[config.mk]
export PLATFORM = sky130hd
export DESIGN_NAME = mc_control_unit_flat
export DESIGN_NICKNAME = d
export VERILOG_FILES = /design/src/rtl/mc_control_unit_pkg.sv /design/src/rtl/mc_control_unit_if.sv /design/src/rtl/mc_control_unit_decoder.sv /design/src/rtl/mc_control_unit.sv /design/src/flat_wrapper.sv
export SDC_FILE = /design/constraint.sdc
export NUM_CORES = 1
export LEC_CHECK = 0
export ABC_AREA = 1
export ABC_CLOCK_PERIOD_IN_PS = 1900
export CAP_MARGIN = 20
export CELL_PAD_IN_SITES_DETAIL_PLACEMENT = 0
export CELL_PAD_IN_SITES_GLOBAL_PLACEMENT = 1
export CORE_AREA = 2 2 66 68
export CTS_BUF_LIST = sky130_fd_sc_hd__clkbuf_4 sky130_fd_sc_hd__clkbuf_8
export DETAILED_ROUTE_END_ITERATION = 7
export DIE_AREA = 0 0 68 70
export GPL_TIMING_DRIVEN = 1
export MAX_ROUTING_LAYER = met4
export PLACE_DENSITY = 0.9
export SETUP_SLACK_MARGIN = 0.05
export SLEW_MARGIN = 10
export SYNTH_ARGS = -nofsm -noshare
export SYNTH_HDL_FRONTEND = slang
export SYNTH_SLANG_ARGS = --single-unit
[constraint.sdc]
create_clock -name Clk -period 1.9 [get_ports Clk]
set_input_delay 0.38 -clock Clk [delete_from_list [all_inputs] [get_ports Clk]]
set_output_delay 0.38 -clock Clk [all_outputs]
set_load 0.01 [all_outputs]
[src/rtl/mc_control_unit_pkg.sv]
// Shared constants and types for the multi-cycle control unit: opcodes, ALU and
// immediate codes, the 4-bit state encoding and the decoder's result record.
`timescale 1ns/1ps
package mc_control_unit_pkg;

  localparam logic [5:0] OP_RTYPE = 6'b100000;
  localparam logic [5:0] OP_LI    = 6'b111000;
  localparam logic [5:0] OP_LUI   = 6'b111001;
  localparam logic [5:0] OP_ADDI  = 6'b110000;
  localparam logic [5:0] OP_ANDI  = 6'b110010;
  localparam logic [5:0] OP_ORI   = 6'b110011;
  localparam logic [5:0] OP_B     = 6'b111111;
  localparam logic [5:0] OP_BEQ   = 6'b000000;
  localparam logic [5:0] OP_BNE   = 6'b000001;
  localparam logic [5:0] OP_LB    = 6'b000011;
  localparam logic [5:0] OP_LW    = 6'b001111;
  localparam logic [5:0] OP_SB    = 6'b000111;
  localparam logic [5:0] OP_SW    = 6'b011111;

  localparam logic [3:0] ALU_ADD = 4'b0000;
  localparam logic [3:0] ALU_SUB = 4'b0001;
  localparam logic [3:0] ALU_AND = 4'b0010;
  localparam logic [3:0] ALU_OR  = 4'b0011;

  localparam logic [1:0] IMM_ZEXT     = 2'b00;
  localparam logic [1:0] IMM_SEXT     = 2'b01;
  localparam logic [1:0] IMM_HI16     = 2'b10;
  localparam logic [1:0] IMM_SEXT_SL2 = 2'b11;

  localparam logic [3:0] S_IF1   = 4'd0;
  localparam logic [3:0] S_IF2   = 4'd1;
  localparam logic [3:0] S_DEC   = 4'd2;
  localparam logic [3:0] S_EXR   = 4'd3;
  localparam logic [3:0] S_EXI   = 4'd4;
  localparam logic [3:0] S_BR    = 4'd5;
  localparam logic [3:0] S_MADDR = 4'd6;
  localparam logic [3:0] S_MRD   = 4'd7;
  localparam logic [3:0] S_MWR   = 4'd8;
  localparam logic [3:0] S_WBALU = 4'd9;
  localparam logic [3:0] S_WBMEM = 4'd10;

  typedef enum logic [2:0] {
    CLS_ALU_R,
    CLS_ALU_I,
    CLS_BRANCH,
    CLS_LOAD,
    CLS_STORE,
    CLS_ILLEGAL
  } instr_class_e;

  typedef enum logic [1:0] {
    BR_NONE,
    BR_ALWAYS,
    BR_EQ,
    BR_NE
  } br_kind_e;

  typedef struct packed {
    instr_class_e cls;
    br_kind_e     br;
    logic [3:0]   alu_func;
    logic [1:0]   imm_ext;
    logic         byte_op;
    logic         illegal;
  } dec_t;

  function automatic logic branch_taken(input br_kind_e br, input logic zero);
    case (br)
      BR_ALWAYS: return 1'b1;
      BR_EQ:     return zero;
      BR_NE:     return ~zero;
      default:   return 1'b0;
    endcase
  endfunction

endpackage

[src/rtl/mc_control_unit_if.sv]
// Bus between the control unit (master) and the datapath (slave): instruction and
// zero flag in, every datapath control strobe out.
`timescale 1ns/1ps
interface mc_control_unit_if;
  logic [31:0] Instr;
  logic        Zero;
  logic        PC_Sel;
  logic        PC_LdEn;
  logic        IR_LdEn;
  logic        RF_WrEn;
  logic        RF_WrData_sel;
  logic        RF_B_sel;
  logic        ALU_Bin_sel;
  logic [3:0]  ALU_func;
  logic [1:0]  ImmExt;
  logic        MEM_WrEn;
  logic        ByteOp;
  logic        Illegal;

  modport master (
    input  Instr, Zero,
    output PC_Sel, PC_LdEn, IR_LdEn, RF_WrEn, RF_WrData_sel, RF_B_sel,
           ALU_Bin_sel, ALU_func, ImmExt, MEM_WrEn, ByteOp, Illegal
  );

  modport slave (
    output Instr, Zero,
    input  PC_Sel, PC_LdEn, IR_LdEn, RF_WrEn, RF_WrData_sel, RF_B_sel,
           ALU_Bin_sel, ALU_func, ImmExt, MEM_WrEn, ByteOp, Illegal
  );
endinterface

[src/rtl/mc_control_unit_decoder.sv]
// Combinational opcode classifier: instruction class, branch kind, ALU and
// immediate setup, byte access flag and illegal-opcode flag.
`timescale 1ns/1ps
module mc_decoder
  import mc_control_unit_pkg::*;
(
  input  logic [5:0] opcode,
  output dec_t       dec
);

  always_comb begin
    dec.cls      = CLS_ILLEGAL;
    dec.br       = BR_NONE;
    dec.alu_func = ALU_ADD;
    dec.imm_ext  = IMM_ZEXT;
    dec.byte_op  = 1'b0;
    dec.illegal  = 1'b0;
    case (opcode)
      OP_RTYPE: dec.cls = CLS_ALU_R;
      // li/lui add the immediate to r0, so they share addi's datapath
      OP_LI, OP_ADDI: begin
        dec.cls     = CLS_ALU_I;
        dec.imm_ext = IMM_SEXT;
      end
      OP_LUI: begin
        dec.cls     = CLS_ALU_I;
        dec.imm_ext = IMM_HI16;
      end
      OP_ANDI: begin
        dec.cls      = CLS_ALU_I;
        dec.alu_func = ALU_AND;
      end
      OP_ORI: begin
        dec.cls      = CLS_ALU_I;
        dec.alu_func = ALU_OR;
      end
      OP_B, OP_BEQ, OP_BNE: begin
        dec.cls      = CLS_BRANCH;
        dec.alu_func = ALU_SUB;
        dec.imm_ext  = IMM_SEXT_SL2;
        dec.br       = (opcode == OP_B)   ? BR_ALWAYS :
                       (opcode == OP_BEQ) ? BR_EQ : BR_NE;
      end
      OP_LB, OP_LW: begin
        dec.cls     = CLS_LOAD;
        dec.imm_ext = IMM_SEXT;
        dec.byte_op = (opcode == OP_LB);
      end
      OP_SB, OP_SW: begin
        dec.cls     = CLS_STORE;
        dec.imm_ext = IMM_SEXT;
        dec.byte_op = (opcode == OP_SB);
      end
      default: dec.illegal = 1'b1;
    endcase
  end

endmodule

[src/rtl/mc_control_unit.sv]
// Multi-cycle Moore control unit: fetch/decode/execute FSM driving the datapath
// strobes from the current state and the opcode captured during fetch.
`timescale 1ns/1ps
module mc_control_unit
  import mc_control_unit_pkg::*;
(
  input  logic              Clk,
  input  logic              Reset,
  mc_control_unit_if.master bus
);

  logic [3:0] state_reg;
  logic [3:0] state_next;
  logic [5:0] opcode_reg;
  logic [3:0] func_reg;
  dec_t       dec;

  logic       pc_sel;
  logic       pc_ld_en;
  logic       ir_ld_en;
  logic       rf_wr_en;
  logic       rf_wr_data_sel;
  logic       rf_b_sel;
  logic       alu_bin_sel;
  logic [3:0] alu_func;
  logic [1:0] imm_ext;
  logic       mem_wr_en;
  logic       byte_op;
  logic       illegal;
  logic       alu_hold;
  logic       unused_instr_bits;

  assign unused_instr_bits = ^bus.Instr[25:4];

  mc_decoder u_decoder (
    .opcode (opcode_reg),
    .dec    (dec)
  );

  // Opcode/func are captured on the same edge the IR loads, so S_DEC already
  // decodes from registered state and every output stays Moore.
  always_ff @(posedge Clk) begin
    if (Reset) begin
      state_reg  <= S_IF1;
      opcode_reg <= '0;
      func_reg   <= '0;
    end else begin
      state_reg <= state_next;
      if (state_reg == S_IF2) begin
        opcode_reg <= bus.Instr[31:26];
        func_reg   <= bus.Instr[3:0];
      end
    end
  end

  always_comb begin
    state_next = S_IF1;
    case (state_reg)
      S_IF1: state_next = S_IF2;
      S_IF2: state_next = S_DEC;
      S_DEC: begin
        case (dec.cls)
          CLS_ALU_R:  state_next = S_EXR;
          CLS_ALU_I:  state_next = S_EXI;
          CLS_BRANCH: state_next = S_BR;
          CLS_LOAD,
          CLS_STORE:  state_next = S_MADDR;
          default:    state_next = S_WBALU;
        endcase
      end
      S_EXR, S_EXI: state_next = S_WBALU;
      S_MADDR:      state_next = (dec.cls == CLS_LOAD) ? S_MRD : S_MWR;
      S_MRD:        state_next = S_WBMEM;
      default:      state_next = S_IF1;
    endcase
  end

  // ALU operand setup stays applied through memory and write-back states so the
  // combinational ALU result (address or write data) is stable while consumed.
  always_comb begin
    alu_hold = (state_reg == S_EXR)   || (state_reg == S_EXI)   ||
               (state_reg == S_MADDR) || (state_reg == S_MRD)   ||
               (state_reg == S_MWR)   || (state_reg == S_WBALU) ||
               (state_reg == S_WBMEM);
  end

  always_comb begin
    pc_sel         = 1'b0;
    pc_ld_en       = 1'b0;
    ir_ld_en       = 1'b0;
    rf_wr_en       = 1'b0;
    rf_wr_data_sel = 1'b0;
    rf_b_sel       = 1'b0;
    alu_bin_sel    = 1'b0;
    alu_func       = ALU_ADD;
    imm_ext        = IMM_ZEXT;
    mem_wr_en      = 1'b0;
    byte_op        = 1'b0;
    illegal        = 1'b0;

    if (alu_hold) begin
      if (dec.cls == CLS_ALU_R) begin
        alu_func = func_reg;
      end else if (dec.cls != CLS_ILLEGAL) begin
        alu_func    = dec.alu_func;
        imm_ext     = dec.imm_ext;
        alu_bin_sel = 1'b1;
      end
    end

    case (state_reg)
      S_IF2: ir_ld_en = 1'b1;
      S_DEC: illegal  = dec.illegal;
      S_BR: begin
        rf_b_sel = 1'b1;
        alu_func = ALU_SUB;
        imm_ext  = IMM_SEXT_SL2;
        pc_ld_en = 1'b1;
        pc_sel   = branch_taken(dec.br, bus.Zero);
      end
      S_MRD: byte_op = dec.byte_op;
      S_MWR: begin
        rf_b_sel  = 1'b1;
        mem_wr_en = 1'b1;
        byte_op   = dec.byte_op;
        pc_ld_en  = 1'b1;
      end
      S_WBALU: begin
        rf_wr_en = ~dec.illegal;
        pc_ld_en = 1'b1;
      end
      S_WBMEM: begin
        rf_wr_en       = 1'b1;
        rf_wr_data_sel = 1'b1;
        byte_op        = dec.byte_op;
        pc_ld_en       = 1'b1;
      end
      default: ;
    endcase
  end

  // Reset masks every strobe in the cycle it is sampled, so an interrupted
  // store or write-back never commits.
  assign bus.PC_Sel        = pc_sel & ~Reset;
  assign bus.PC_LdEn       = pc_ld_en & ~Reset;
  assign bus.IR_LdEn       = ir_ld_en & ~Reset;
  assign bus.RF_WrEn       = rf_wr_en & ~Reset;
  assign bus.RF_WrData_sel = rf_wr_data_sel & ~Reset;
  assign bus.RF_B_sel      = rf_b_sel & ~Reset;
  assign bus.ALU_Bin_sel   = alu_bin_sel & ~Reset;
  assign bus.ALU_func      = Reset ? 4'b0000 : alu_func;
  assign bus.ImmExt        = Reset ? 2'b00 : imm_ext;
  assign bus.MEM_WrEn      = mem_wr_en & ~Reset;
  assign bus.ByteOp        = byte_op & ~Reset;
  assign bus.Illegal       = illegal & ~Reset;

`ifndef SYNTHESIS
  a_wr_exclusive: assert property (@(posedge Clk) !(bus.RF_WrEn && bus.MEM_WrEn));
  a_pc_ld_single: assert property (@(posedge Clk) disable iff (Reset)
                                   bus.PC_LdEn |=> !bus.PC_LdEn);
`endif

endmodule

[src/flat_wrapper.sv]
// flat-port wrapper written by rule: the top's interface ports become plain ports
module mc_control_unit_flat import mc_control_unit_pkg::*;
  (Clk, Reset, bus_Instr, bus_Zero, bus_PC_Sel, bus_PC_LdEn, bus_IR_LdEn, bus_RF_WrEn, bus_RF_WrData_sel, bus_RF_B_sel, bus_ALU_Bin_sel, bus_ALU_func, bus_ImmExt, bus_MEM_WrEn, bus_ByteOp, bus_Illegal);
  mc_control_unit_if bus_i ();
  input  logic Clk;
  input  logic Reset;
  input wire logic [$bits(bus_i.Instr)-1:0] bus_Instr;
  input wire logic [$bits(bus_i.Zero)-1:0] bus_Zero;
  output wire logic [$bits(bus_i.PC_Sel)-1:0] bus_PC_Sel;
  output wire logic [$bits(bus_i.PC_LdEn)-1:0] bus_PC_LdEn;
  output wire logic [$bits(bus_i.IR_LdEn)-1:0] bus_IR_LdEn;
  output wire logic [$bits(bus_i.RF_WrEn)-1:0] bus_RF_WrEn;
  output wire logic [$bits(bus_i.RF_WrData_sel)-1:0] bus_RF_WrData_sel;
  output wire logic [$bits(bus_i.RF_B_sel)-1:0] bus_RF_B_sel;
  output wire logic [$bits(bus_i.ALU_Bin_sel)-1:0] bus_ALU_Bin_sel;
  output wire logic [$bits(bus_i.ALU_func)-1:0] bus_ALU_func;
  output wire logic [$bits(bus_i.ImmExt)-1:0] bus_ImmExt;
  output wire logic [$bits(bus_i.MEM_WrEn)-1:0] bus_MEM_WrEn;
  output wire logic [$bits(bus_i.ByteOp)-1:0] bus_ByteOp;
  output wire logic [$bits(bus_i.Illegal)-1:0] bus_Illegal;
  assign bus_i.Instr = bus_Instr;
  assign bus_i.Zero = bus_Zero;
  assign bus_PC_Sel = bus_i.PC_Sel;
  assign bus_PC_LdEn = bus_i.PC_LdEn;
  assign bus_IR_LdEn = bus_i.IR_LdEn;
  assign bus_RF_WrEn = bus_i.RF_WrEn;
  assign bus_RF_WrData_sel = bus_i.RF_WrData_sel;
  assign bus_RF_B_sel = bus_i.RF_B_sel;
  assign bus_ALU_Bin_sel = bus_i.ALU_Bin_sel;
  assign bus_ALU_func = bus_i.ALU_func;
  assign bus_ImmExt = bus_i.ImmExt;
  assign bus_MEM_WrEn = bus_i.MEM_WrEn;
  assign bus_ByteOp = bus_i.ByteOp;
  assign bus_Illegal = bus_i.Illegal;
  mc_control_unit u_core (.Clk(Clk), .Reset(Reset), .bus(bus_i));
endmodule
; Yosys cells after proc, flatten, opt, wreduce, memory -nomap -nowiden
; Cells that the tools add are included.
; Widths: inputs -> output; s select.
[totals]
input_bits = 35
elab_cells = 99
register_bits = 14
[op_classes]
n_eq_ne = 30
bitwise_logic = 12
mux = 34
reduce_logical = 20
[ops]
columns = cell, n
row1 = $eq 6x6->1 const B, 7
row2 = $pmux 4 s6, 1
row3 = $mux 4, 5
row4 = $eq 4x3->1 const B, 4
row5 = $mux 2, 8
row6 = $pmux 4 s4, 1
row7 = $pmux 3 s5, 1
row8 = $mux 1, 13
row9 = $reduce_or 13->1, 1
row10 = $eq 4x4->1 const B, 3
row11 = $pmux 2 s3, 2
row12 = $and 1x1->1, 10
row13 = $reduce_or 2->1, 5
row14 = $eq 4x2->1 const B, 2
row15 = $eq 3x2->1 const B, 2
row16 = $eq 6x1->1 const B, 1
row17 = $eq 6x2->1 const B, 1
row18 = $eq 6x3->1 const B, 1
row19 = $eq 6x4->1 const B, 1
row20 = $eq 6x5->1 const B, 1
row21 = $logic_not 6->1, 1
row22 = $logic_or 1x1->1, 6
row23 = $reduce_or 3->1, 2
row24 = $reduce_or 6->1, 1
row25 = 13 further kinds, 16

; Depth between registers and ports, before layout
; Gate-level depths: netlist (run 1).
[depth]
depth_word = 10
ltp_mapped = 12
ltp_nobuf = 12

; By module
; Synthesis (run 1) repeated with hierarchy kept, for this count alone.
[hier_totals]
cells_unflattened = 208
hier_area_um2 = 1169.9
[by_module_without_submodules]
columns = module, seq_area_each_um2, instances, cells_each, area_per_inst_um2
row1 = mc_control_unit, 280.3, 1, 152, 899.6
row2 = mc_decoder, 0.0, 1, 56, 270.3

; Worst setup path after synthesis (run 1)
; OpenSTA, ideal clock, no wires.
[synth_timing]
path_type = reg-to-output
start = register u_core.opcode_reg[1]
end = output bus_ImmExt[1]
t_arrival_ns = 1.142
setup_slack_ns = 0.378
stages_incl_launch_ff = 9
required_time_ns = 1.520
cell_sequence = dfxtp_1 nand2_1 nor2_1 nand2_1 nand3_2 nor2_4 nand2_2 nand2_2 o21ai_1
[synth_via]
elab_chain_len = 9
[synth_rtl]
columns = item, line
row1 = from (decl), mc_control_unit.sv:14  ; logic [5:0] opcode_reg;
row2 = from (signal assigned), mc_control_unit.sv:50  ; opcode_reg <= bus.Instr[31:26];
row3 = "$eq 6x6->1, or another cell as far along", mc_control_unit_decoder.sv:18  ; case (opcode)
row4 = "$reduce_or 5->1 (no source line), or another cell as far along", n/a
row5 = $pmux 3 s5, mc_control_unit_decoder.sv:18
row6 = $ne 3x3->1, mc_control_unit.sv:104  ; end else if (dec.cls != CLS_ILLEGAL) begin
row7 = $mux 2, mc_control_unit.sv:104
row8 = $mux 2 (*), mc_control_unit.sv:102  ; if (dec.cls == CLS_ALU_R) begin
row9 = $mux 2 (*), mc_control_unit.sv:101  ; if (alu_hold) begin
row10 = $mux 2 (*), mc_control_unit.sv:111  ; case (state_reg)
row11 = $mux 2 (*), mc_control_unit.sv:152  ; assign bus.ImmExt = Reset ? 2'b00 : imm_ext;
row12 = to (decl), flat_wrapper.sv:17  ; output wire logic [$bits(bus_i.ImmExt)-1:0] bus_ImmExt;
; Every way passes the cells marked *; elsewhere a longest branch is shown, timed or not.

; Worst setup path in the final report (run 1)
[layout_timing]
start = register u_core.opcode_reg[1]
end = output bus_RF_WrEn
[layout_via]
elab_chain_len = 4
[layout_rtl]
columns = item, line
row1 = "$eq 6x6->1, or another cell as far along", mc_control_unit_decoder.sv:18
row2 = $reduce_or 13->1 (no source line) (*), n/a
row3 = $pmux 1 s2 (*), mc_control_unit.sv:111
row4 = $and 1x1->1 (*), mc_control_unit.sv:147  ; assign bus.RF_WrEn = rf_wr_en & ~Reset;
row5 = to (decl), flat_wrapper.sv:12  ; output wire logic [$bits(bus_i.RF_WrEn)-1:0] bus_RF_WrEn;
; Marks and branches as above.

==> impl_metrics.env, run 1 <==
export IMPL_yosysUniqueCellTypes=25
export IMPL_drc=0
export IMPL_grt_pass1_vias=1345
export IMPL_cts_inserted_buffers=3
export IMPL_largest_reg_flops=6
export IMPL_grt_first_pass_wirelength_microns=5816
export IMPL_criticalPathCategory="register to output pin"
export IMPL_ys_warnings_count=0
export IMPL_pwr_density_cell_nw_per_um2=1365
export IMPL_pwr_share_clk_pct=9.2
export IMPL_max_freq_mhz=506.7
export IMPL_synthSimpleGateAreaFrac_pct=42.65
export IMPL_intPower_mw=1.463
export IMPL_synth_top_family_by_area="simple AND/OR/NAND/NOR gates"
export IMPL_nFillCells=420
export IMPL_fp_dieW_microns=68
export IMPL_fin_worst_skew_ns=0.005024
export IMPL_first_iter_violations=41
export IMPL_start_kind="register"
export IMPL_reg2regPathDepth=10
export IMPL_hold_viol=0
export IMPL_violations="setup timing"
export IMPL_period_share_pct=103.9
export IMPL_avgSynthCellArea_sq_um=5.917
export IMPL_gp_congestion=0.8567
export IMPL_top_level_ports=51
export IMPL_switching_share_pct=45.04
export IMPL_cpMaxStageDelayCell="dfxtp_4"
export IMPL_worstHoldStart="u_core.func_reg[0]"
export IMPL_synth_compound_area_share_pct=17.68
export IMPL_hold_path_depth=2
export IMPL_layout_commonest_cell="buf_4"
export IMPL_via_count=1373
export IMPL_cts_sinks=14
export IMPL_hold_path_end="u_core.func_reg[0]"
export IMPL_nets=290
export IMPL_cts_tree="done"
export IMPL_yosysSeqAreaShare_pct=26.76
export IMPL_cp_cell_sequence="nand2_4 -> inv_4 -> nand3_4 -> nand3_4 -> nor2_4 -> buf_4 -> nand2_2 -> o21ai_1 -> inv_1 -> buf_2"
export IMPL_register_area_sq_um=307.8
export IMPL_synth_area_sq_um=1047
export IMPL_slew_headroom_pct=81.73
export IMPL_grt_ovfl_total=0
export IMPL_p_leak_nw=0.9483
export IMPL_hold_buffers=0
export IMPL_end_kind="output pin"
export IMPL_rsz0062_at_grt="true"
export IMPL_multi_input_area_sq_um=812.0
export IMPL_grt_max_degree=15
export IMPL_slowest_delay_ns=0.37
export IMPL_cp_common_cell="nand3_4"
export IMPL_power_frac_seq_pct=22.9
export IMPL_cts_root_buf="clkbuf_8"
export IMPL_status="finished with violations"
export IMPL_fin_ws_ns=-0.07362
export IMPL_pwr_share_comb_pct=68.0
export IMPL_vias_per_cell=4.502
export IMPL_start_util_pct=25.27
export IMPL_synth_adder_area_share_pct=0
export IMPL_antenna_left=0
export IMPL_worstPathMaxFanout=5
export IMPL_final_cell_mix="44 x buf_4, 30 x nor2_1, 17 x inv_2, 17 x nand2_2"
export IMPL_clock_latency_ns=0.25
export IMPL_peakVddDrop_uv=677.8
export IMPL_p_switching_mw=1.199
export IMPL_drv_cap=0
export IMPL_worst_pin_slew_ns=0.2730
export IMPL_setup_violations=6
export IMPL_die_y_microns=70
export IMPL_holdWs_ns=0.5136
export IMPL_arrival_ns=1.59
export IMPL_min_path_type="register to register"
export IMPL_netlist_area_leader_share_pct=26.76
export IMPL_wire_per_inst_microns=11.26
export IMPL_ys_ff_latch=14
export IMPL_routed_wl_microns=3433
export IMPL_diodes=0
export IMPL_crit_family="simple AND/OR/NAND/NOR gates"
export IMPL_r2r_start="u_core.opcode_reg[1]"
export IMPL_synthTopCellsByArea="dfxtp_1 27%, nor2_1 15%, nand2_1 8.2%, inv_1 7.5%, o21ai_0 7.2%"
export IMPL_p_total_mw=2.663
export IMPL_clockBufferDepth=2
export IMPL_core_sq_um=4144
export IMPL_synth_top_area_cell="dfxtp_1"
export IMPL_antenna_found_initial=0
export IMPL_die_area_sq_um=4760
export IMPL_synth_fp_nets=212
export IMPL_dp_slack_ns=-0.4309
export IMPL_rr_endpoint="u_core.state_reg[2]"
export IMPL_drv_slew=0
export IMPL_drive_above_1_share_pct=57.71
export IMPL_firstDrtPassIters=4
export IMPL_fin_crit_ns=1.974
export IMPL_grt_use_total_pct=15.95
export IMPL_syn_to_final_growth_pct=86.26
export IMPL_synth_cells=177
export IMPL_path_clk_slew_ns=0.06
export IMPL_r2r_slack_ns=0.38
export IMPL_core_rowCount=24
export IMPL_synth_area_mux_share_pct=0
export IMPL_port_buffers=28
export IMPL_htree_levels=1
export IMPL_cp_required_ns=1.52
export IMPL_hpwlAfterDp_microns=2400
export IMPL_path_buf_inv=4
export IMPL_yosys_area_share_xor_xnor_pct=0
-- power by group through the flow --
stage | Clock, mW | Sequential [mW] | Combinational [mW]
2_1_floorplan | 0 | 0.499 | 0.787
3_3_place_gp | 0 | 0.514 | 1.35
3_5_place_dp | 0 | 0.519 | 1.35
4_1_cts | 0.251 | 0.581 | 1.66
5_1_grt | 0.261 | 0.626 | 2.02
6_report | 0.244 | 0.609 | 1.81
-- cell usage after synthesis, drive strengths merged --
library cell  count
or2               1
o21ai            17
a21boi            1
nand3            15
inv              29
o211ai            1
nor2             49
nand2            28
nor3              2
clkbuf            2
nand4             1
a31oi             1
a211oi            2
clkinv            1
a21oi            12
buf               1
dfxtp            14
-- worst max-delay path by stage --
stage	slack [ns]	end	from	cells past startpoint
floorplan	0.38	bus_ImmExt[1]	u_core.opcode_reg[1]	8
global placement	-0.43	bus_ImmExt[1]	Reset	6
detailed placement	-0.43	bus_ImmExt[1]	Reset	6
CTS	-0.06	bus_Illegal	u_core.opcode_reg[5]	10
global route	-0.16	bus_RF_WrEn	u_core.opcode_reg[1]	10
finish	-0.07	bus_RF_WrEn	u_core.opcode_reg[1]	10
-- stage by stage --
| step | cells | instance area (sq um) | util, % | TNS [ns] |
|---|---|---|---|---|
| after floorplan | 177 | 1047 | - | 0 |
| after global placement | 292 | 1655 | 39.95 | -4.580 |
| after detailed placement | 292 | 1655 | 39.95 | -4.661 |
| after CTS | 301 | 1823 | 43.99 | -0.1200 |
| after global routing | 305 | 1951 | 47.07 | -1.024 |
| final | 305 | 1951 | 47.07 | -0.2484 |
-- cell type report --
cell class / count / area share [%]
Clock buffer: 3 / 2.117
Timing Repair Buffer: 76 / 31.11
Multi-Input combinational cell: 130 / 41.63
Tap cell: 52 / 3.335
Inverter: 30 / 6.030
Sequential cell: 14 / 15.78
-- worst reg2reg max path, cell delays in order (launching register included) --
cell and delay, ns:
dfxtp_4 0.37, nand2_4 0.11, inv_4 0.06, nand3_4 0.09
nand3_4 0.09, nor2_4 0.16, nand2_2 0.08, buf_4 0.13
buf_4 0.12, a21oi_1 0.14, nor2_1 0.07
-- per-layer routing --
layer	GRT usage (%)	part of all wire, %	up-vias
met1	20.68	45	609
li1	-	-	715
met3	2.415	5.3	8
met2	24.81	48	41
met5	-	0	-
met4	5.778	1.7	0
-- logic make-up after synthesis --
| group | Yosys count |
|---|---|
| compound gates | 34 |
| buf+inv | 33 |
| flops | 14 |
| simple gates | 96 |
-- what timing repair did --
item,4_1_cts,5_1_grt
setup buffers,6,5
endpoints found under the setup margin,16,16
gates resized for setup,110,37
pin swaps,9,15
Note: power is estimated with default switching activity, not from simulation.
==> inputs of run 2 (changes only) <==
--- a/config.mk
+++ b/config.mk
@@ -7,7 +7,7 @@
 export LEC_CHECK = 0
 export ABC_AREA = 1
 export ABC_CLOCK_PERIOD_IN_PS = 1900
-export CAP_MARGIN = 20
+export CAP_MARGIN = 0
 export CELL_PAD_IN_SITES_DETAIL_PLACEMENT = 0
 export CELL_PAD_IN_SITES_GLOBAL_PLACEMENT = 1
 export CORE_AREA = 2 2 66 68
@@ -18,6 +18,7 @@
 export MAX_ROUTING_LAYER = met4
 export PLACE_DENSITY = 0.9
 export SETUP_SLACK_MARGIN = 0.05
+export SKIP_LAST_GASP = 1
 export SLEW_MARGIN = 10
 export SYNTH_ARGS = -nofsm -noshare
 export SYNTH_HDL_FRONTEND = slang
==> run 2 against run 1 <==
  * The flow still finishes with violations (setup timing)
  * Clock skew is 0.00090 ns lower
  * Hold slack better by 0.0077 ns
  * Clock power hardly changed
  * Via count is 4.5% higher
  * Power is 18% higher
  * Routed wire length is 12% higher
  * Setup slack worse by 0.044 ns
  * Die area stayed put
  * Sequential power is 3% higher
  * Core utilization is 3.8 points higher
  * Sequential share of layout area is 0.95 points lower
  * Global-route usage is 0.50 points lower
  * Highest routed layer unchanged
==> impl_metrics.env, run 2 (synthesis gave the netlist of run 1 again) <==
export IMPL_status="finished with violations"
export IMPL_violations="setup timing"
export IMPL_fin_crit_ns=2.018
export IMPL_cp_common_cell="nand3_4"
export IMPL_final_area_sq_um=2110
export IMPL_wire_per_inst_microns=12.22
export IMPL_routed_wl_microns=3838
export IMPL_start_kind="register"
export IMPL_slew_headroom_pct=82.16
export IMPL_grt_use_total_pct=15.45
export IMPL_vias_per_cell=4.570
export IMPL_dpl_instance_area_sq_um=1655
export IMPL_setup_violations=7
export IMPL_worstPathMaxFanout=4
export IMPL_peakVddDrop_uv=741.8
export IMPL_criticalPathCategory="register to output pin"
export IMPL_cp_cell_sequence="nor2_4 -> buf_6 -> nand3_4 -> nand3_4 -> buf_4 -> a31oi_1 -> o21ai_2 -> clkbuf_2"
export IMPL_core_sq_um=4144
export IMPL_start_util_pct=25.27
export IMPL_final_cell_mix="46 x buf_4, 29 x nor2_1, 17 x inv_2"
export IMPL_p_switching_mw=1.374
export IMPL_rsz0062_at_grt="true"
export IMPL_drv_slew=0
export IMPL_cts_root_buf="clkbuf_8"
export IMPL_firstDrtPassIters=5
export IMPL_syn_to_final_growth_pct=101.4
export IMPL_period_share_pct=106.2
export IMPL_drv_cap=0
export IMPL_drc=0
export IMPL_pwr_density_cell_nw_per_um2=1487
export IMPL_htree_levels=1
export IMPL_port_buffers=28
export IMPL_pwr_share_comb_pct=72.2
export IMPL_layout_commonest_cell="buf_4"
export IMPL_gp_congestion=0.8567
export IMPL_drive_above_1_share_pct=59.54
export IMPL_die_y_microns=70
export IMPL_min_path_type="register to register"
export IMPL_cts_tree="done"
export IMPL_grt_first_pass_wirelength_microns=5692
export IMPL_end_kind="output pin"
export IMPL_cp_required_ns=1.52
export IMPL_antenna_left=0
export IMPL_grt_max_degree=15
export IMPL_cts_sinks=14
export IMPL_dp_slack_ns=-0.4309
export IMPL_switching_share_pct=43.80
export IMPL_largest_reg_flops=6
export IMPL_grt_ovfl_total=0
export IMPL_max_freq_mhz=495.6
export IMPL_p_leak_nw=1.030
export IMPL_cpMaxStageDelayCell="dfxtp_4"
export IMPL_fin_ws_ns=-0.1178
export IMPL_via_count=1435
export IMPL_pwr_share_clk_pct=7.8
export IMPL_cts_inserted_buffers=3
export IMPL_fin_worst_skew_ns=0.004122
export IMPL_hold_viol=0
export IMPL_hold_buffers=0
export IMPL_clockBufferDepth=2
export IMPL_arrival_ns=1.64
export IMPL_worst_pin_slew_ns=0.2664
export IMPL_antenna_found_initial=0
export IMPL_nFillCells=398
export IMPL_top_level_ports=51
export IMPL_intPower_mw=1.763
export IMPL_first_iter_violations=33
export IMPL_core_rowCount=24
export IMPL_nets=299
export IMPL_grt_pass1_vias=1318
export IMPL_diodes=0
export IMPL_die_area_sq_um=4760
export IMPL_slowest_delay_ns=0.39
export IMPL_hpwlAfterDp_microns=2400
export IMPL_path_clk_slew_ns=0.06
export IMPL_power_frac_seq_pct=20.0
export IMPL_fp_dieW_microns=68
export IMPL_clock_latency_ns=0.25
-- run 2: area by class of cell --
type                    instances  area [sq um]  area share [%]
repair buffers                 85         706.9           33.51
flip-flops and latches         14         312.8           14.83
clock buffers                   3         41.29           1.957
well taps                      52         65.06           3.084
inverters                      30         115.1           5.457
multi-input cells             130         868.3           41.16
-- run 2: metrics by stage --
step / utilization (%) / cells / TNS (ns) / hold slack [ns] / total power, mW
4_1_cts: 44.08 / 301 / -0.4827 / 0.5194 / 2.456
6_report: 50.91 / 314 / -0.3070 / 0.5213 / 3.137
5_1_grt: 50.91 / 314 / -0.8766 / 0.5495 / 3.352
3_5_place_dp: 39.95 / 292 / -4.661 / 0.4985 / 1.874
3_3_place_gp: 39.95 / 292 / -4.580 / 0.4915 / 1.868
2_1_floorplan: - / 177 / 0 / 0.4583 / 1.286
-- run 2: worst max-delay path: cells and delay by family, from the launching register on --
kind            cells  cell delay, ns
compound gates      2            0.35
buf+inv             3            0.41
flops               1            0.39
simple gates        3            0.23
-- run 2: metal layers --
metal	vias to the layer above	global-route usage, %	share of wire, %
met5	-	-	0
met4	0	4.000	1.5
met3	7	1.610	4.8
met2	41	24.81	50
met1	650	20.48	44
li1	737	-	-
-- run 2: path summary, 6_finish.rpt --
path | startpoint | endpoint | slack, ns | cells past startpoint
worst max register to register | u_core.opcode_reg[3] | u_core.state_reg[2] | 0.19 | 11
worst min register to register | u_core.func_reg[3] | u_core.func_reg[3] | 0.52 | 2
worst max-delay path | u_core.opcode_reg[5] | bus_ImmExt[1] | -0.12 | 8
worst min-delay path | u_core.func_reg[3] | u_core.func_reg[3] | 0.52 | 2
-- run 2: power groups by stage --
stage               combinational, mW  clock, mW  sequential [mW]
floorplan                       0.787          0            0.499
detailed placement               1.35          0            0.519
global route                     2.45      0.265            0.639
global placement                 1.35          0            0.514
CTS                              1.63      0.251            0.576
finish                           2.27      0.245            0.626
-- run 2: what timing repair did --
item | in CTS | in global routing
endpoints found under the setup margin | 16 | 16
setup buffers | 6 | 16
gates resized for setup | 92 | 73
pin swaps | 9 | 23
==> inputs of run 3 (changes only) <==
--- a/config.mk
+++ b/config.mk
@@ -7,7 +7,6 @@
 export LEC_CHECK = 0
 export ABC_AREA = 1
 export ABC_CLOCK_PERIOD_IN_PS = 1900
-export CAP_MARGIN = 0
 export CELL_PAD_IN_SITES_DETAIL_PLACEMENT = 0
 export CELL_PAD_IN_SITES_GLOBAL_PLACEMENT = 1
 export CORE_AREA = 2 2 66 68
@@ -18,6 +17,7 @@
 export MAX_ROUTING_LAYER = met4
 export PLACE_DENSITY = 0.9
 export SETUP_SLACK_MARGIN = 0.05
+export SKIP_CTS_REPAIR_TIMING = 1
 export SKIP_LAST_GASP = 1
 export SLEW_MARGIN = 10
 export SYNTH_ARGS = -nofsm -noshare
==> run 3 against run 2 <==
  * The run still ends with setup timing left
  * Flip-flop and latch count stayed put
  * Power decreased by 7.2%
  * Routed wire length fell by 6.6%
  * Via count is 3.2% lower
  * Count of clock-buffer cells in the layout is the same
  * First-iteration DRC count down 9.1%
  * Core utilization down 2.1 points
  * Cell area fell by 4.0%
  * Highest routed layer unchanged
  * Combinational power decreased by 9.7%
  * Sequential power decreased by 2%
  * Final cell count decreased by 1.9%
  * Sequential share of layout area grew 0.38 points
==> impl_metrics.env, run 3 (synthesis gave the netlist of run 1 again) <==
export IMPL_end_kind="output pin"
export IMPL_r2r_slack_ns=0.31
export IMPL_pwr_density_cell_nw_per_um2=1438
export IMPL_clock_latency_ns=0.24
export IMPL_power_frac_seq_pct=21.0
export IMPL_violations="setup timing"
export IMPL_fin_ws_ns=-0.1638
export IMPL_intPower_mw=1.613
export IMPL_cts_root_buf="clkbuf_8"
export IMPL_via_count=1389
export IMPL_reg2regPathDepth=11
export IMPL_dpl_instance_area_sq_um=1655
export IMPL_grt_first_pass_wirelength_microns=5257
export IMPL_first_iter_violations=30
export IMPL_die_area_sq_um=4760
export IMPL_post_route_util_pct=48.85
export IMPL_fin_crit_ns=2.064
export IMPL_start_util_pct=25.27
export IMPL_final_area_sq_um=2024
export IMPL_wl_met2_microns=1756
export IMPL_core_rowCount=24
export IMPL_crit_path_end="bus_ImmExt[1]"
export IMPL_port_buffers=28
export IMPL_final_cell_mix="43 x buf_4, 33 x nor2_1, 15 x inv_2"
export IMPL_grt_ovfl_total=0
export IMPL_drc=0
export IMPL_dp_slack_ns=-0.4309
export IMPL_crit_family="simple AND/OR/NAND/NOR gates"
export IMPL_arrival_ns=1.68
export IMPL_max_freq_mhz=484.5
export IMPL_r2r_start="u_core.opcode_reg[2]"
export IMPL_fin_setup_tns_ns=-0.6844
export IMPL_drv_slew=0
export IMPL_cp_cell_sequence="nor2_4 -> nand3_2 -> nand3_2 -> inv_1 -> nand2_2 -> nand2_2 -> o21ai_1 -> dlymetal6s2s_1"
export IMPL_period_share_pct=108.6
export IMPL_cp_required_ns=1.52
export IMPL_routed_wl_microns=3585
export IMPL_htree_levels=1
export IMPL_p_switching_mw=1.299
export IMPL_p_leak_nw=1.021
export IMPL_rr_endpoint="u_core.state_reg[0]"
export IMPL_cts_inserted_buffers=3
export IMPL_hold_viol=0
export IMPL_cpMaxStageDelayCell="dfxtp_4"
export IMPL_vias_per_cell=4.510
export IMPL_cp_depth=8
export IMPL_start_kind="register"
export IMPL_layout_commonest_cell="buf_4"
export IMPL_antenna_left=0
export IMPL_clockBufferDepth=2
export IMPL_antenna_found_initial=0
export IMPL_critical_path_startpoint="u_core.opcode_reg[2]"
export IMPL_path_clk_slew_ns=0.06
export IMPL_pwr_share_clk_pct=8.5
export IMPL_setup_violations=10
export IMPL_cts_sinks=14
export IMPL_gp_congestion=0.8567
export IMPL_nets=293
export IMPL_firstDrtPassIters=4
export IMPL_hpwlAfterDp_microns=2400
export IMPL_peakVddDrop_uv=710.6
export IMPL_pwr_share_comb_pct=70.5
export IMPL_grt_pass1_vias=1240
export IMPL_syn_to_final_growth_pct=93.31
export IMPL_status="finished with violations"
export IMPL_grt_use_total_pct=14.11
export IMPL_wl_met3_microns=163
export IMPL_largest_reg_flops=6
export IMPL_wl_met1_microns=1637
export IMPL_criticalPathCategory="register to output pin"
export IMPL_drv_cap=0
export IMPL_slowest_delay_ns=0.36
export IMPL_cts_tree="done"
export IMPL_grt_max_degree=15
export IMPL_diodes=0
export IMPL_wire_per_inst_microns=11.64
export IMPL_path_buf_inv=2
export IMPL_drive_above_1_share_pct=56.25
export IMPL_rsz0062_at_grt="true"
export IMPL_core_sq_um=4144
export IMPL_die_y_microns=70
export IMPL_fp_dieW_microns=68
export IMPL_top_layer="met4"
export IMPL_worstPathMaxFanout=5
export IMPL_worst_pin_slew_ns=0.2615
export IMPL_fin_worst_skew_ns=0.0006123
export IMPL_top_level_ports=51
export IMPL_slew_headroom_pct=82.53
export IMPL_min_path_type="input port to register"
export IMPL_switching_share_pct=44.61
-- run 3: cell count changes in the layout (fill, tap and decap cells not counted), moves of 3 or more --
cell,before,now
buf_4,46,43
nor2_2,8,5
dlymetal6s2s_1,0,4
dlygate4sd2_1,3,0
buf_6,16,12
nor2_1,29,33
-- run 3: final cells by class --
cell class	count	area [sq um]
timing repair buffer	79	663.1
fill	405	2120
inverter	30	117.6
clock buffer	3	41.29
multi-input combinational	130	829.5
sequential	14	307.8
tap	52	65.06
-- run 3: power groups by stage --
stage	sequential, mW	clock [mW]	combinational, mW
after floorplan	0.499	0	0.787
after global placement	0.514	0	1.35
after detailed placement	0.519	0	1.35
after CTS	0.514	0.251	1.36
after global routing	0.629	0.264	2.24
final	0.612	0.248	2.05
-- run 3: metal layers --
metal	vias up	global-route usage (%)
met5	-	-
met1	630	19.68
met2	30	21.04
met4	0	4.222
li1	725	-
met3	4	1.932
-- run 3: worst min path at each step --
| stage | startpoint | to | slack, ns | cells past startpoint |
|---|---|---|---|---|
| floorplan | u_core.opcode_reg[0] | u_core.opcode_reg[0] | 0.46 | 2 |
| global placement | u_core.func_reg[0] | u_core.func_reg[0] | 0.49 | 2 |
| detailed placement | u_core.func_reg[3] | u_core.func_reg[3] | 0.50 | 2 |
| CTS | u_core.func_reg[3] | u_core.func_reg[3] | 0.52 | 2 |
| global route | Reset | u_core.state_reg[3] | 0.54 | 3 |
| finish | Reset | u_core.state_reg[3] | 0.52 | 3 |
-- run 3: stage by stage --
stage          hold slack [ns]  total power [mW]  instances
2_1_floorplan           0.4583             1.286        177
5_1_grt                 0.5379             3.129        308
3_5_place_dp            0.4985             1.874        292
4_1_cts                 0.5194             2.128        295
3_3_place_gp            0.4915             1.868        292
6_report                0.5173             2.912        308
-- run 3: worst register-to-register path, cell delays in order (launching register included) --
cell and delay (ns):
dfxtp_4 0.36, nor2_4 0.25, buf_6 0.14, buf_6 0.09, nand3_4 0.08, buf_6 0.15
buf_4 0.12, nand4_1 0.06, nand2_1 0.05, nand3_1 0.06, nor2_1 0.04, nor2_1 0.10
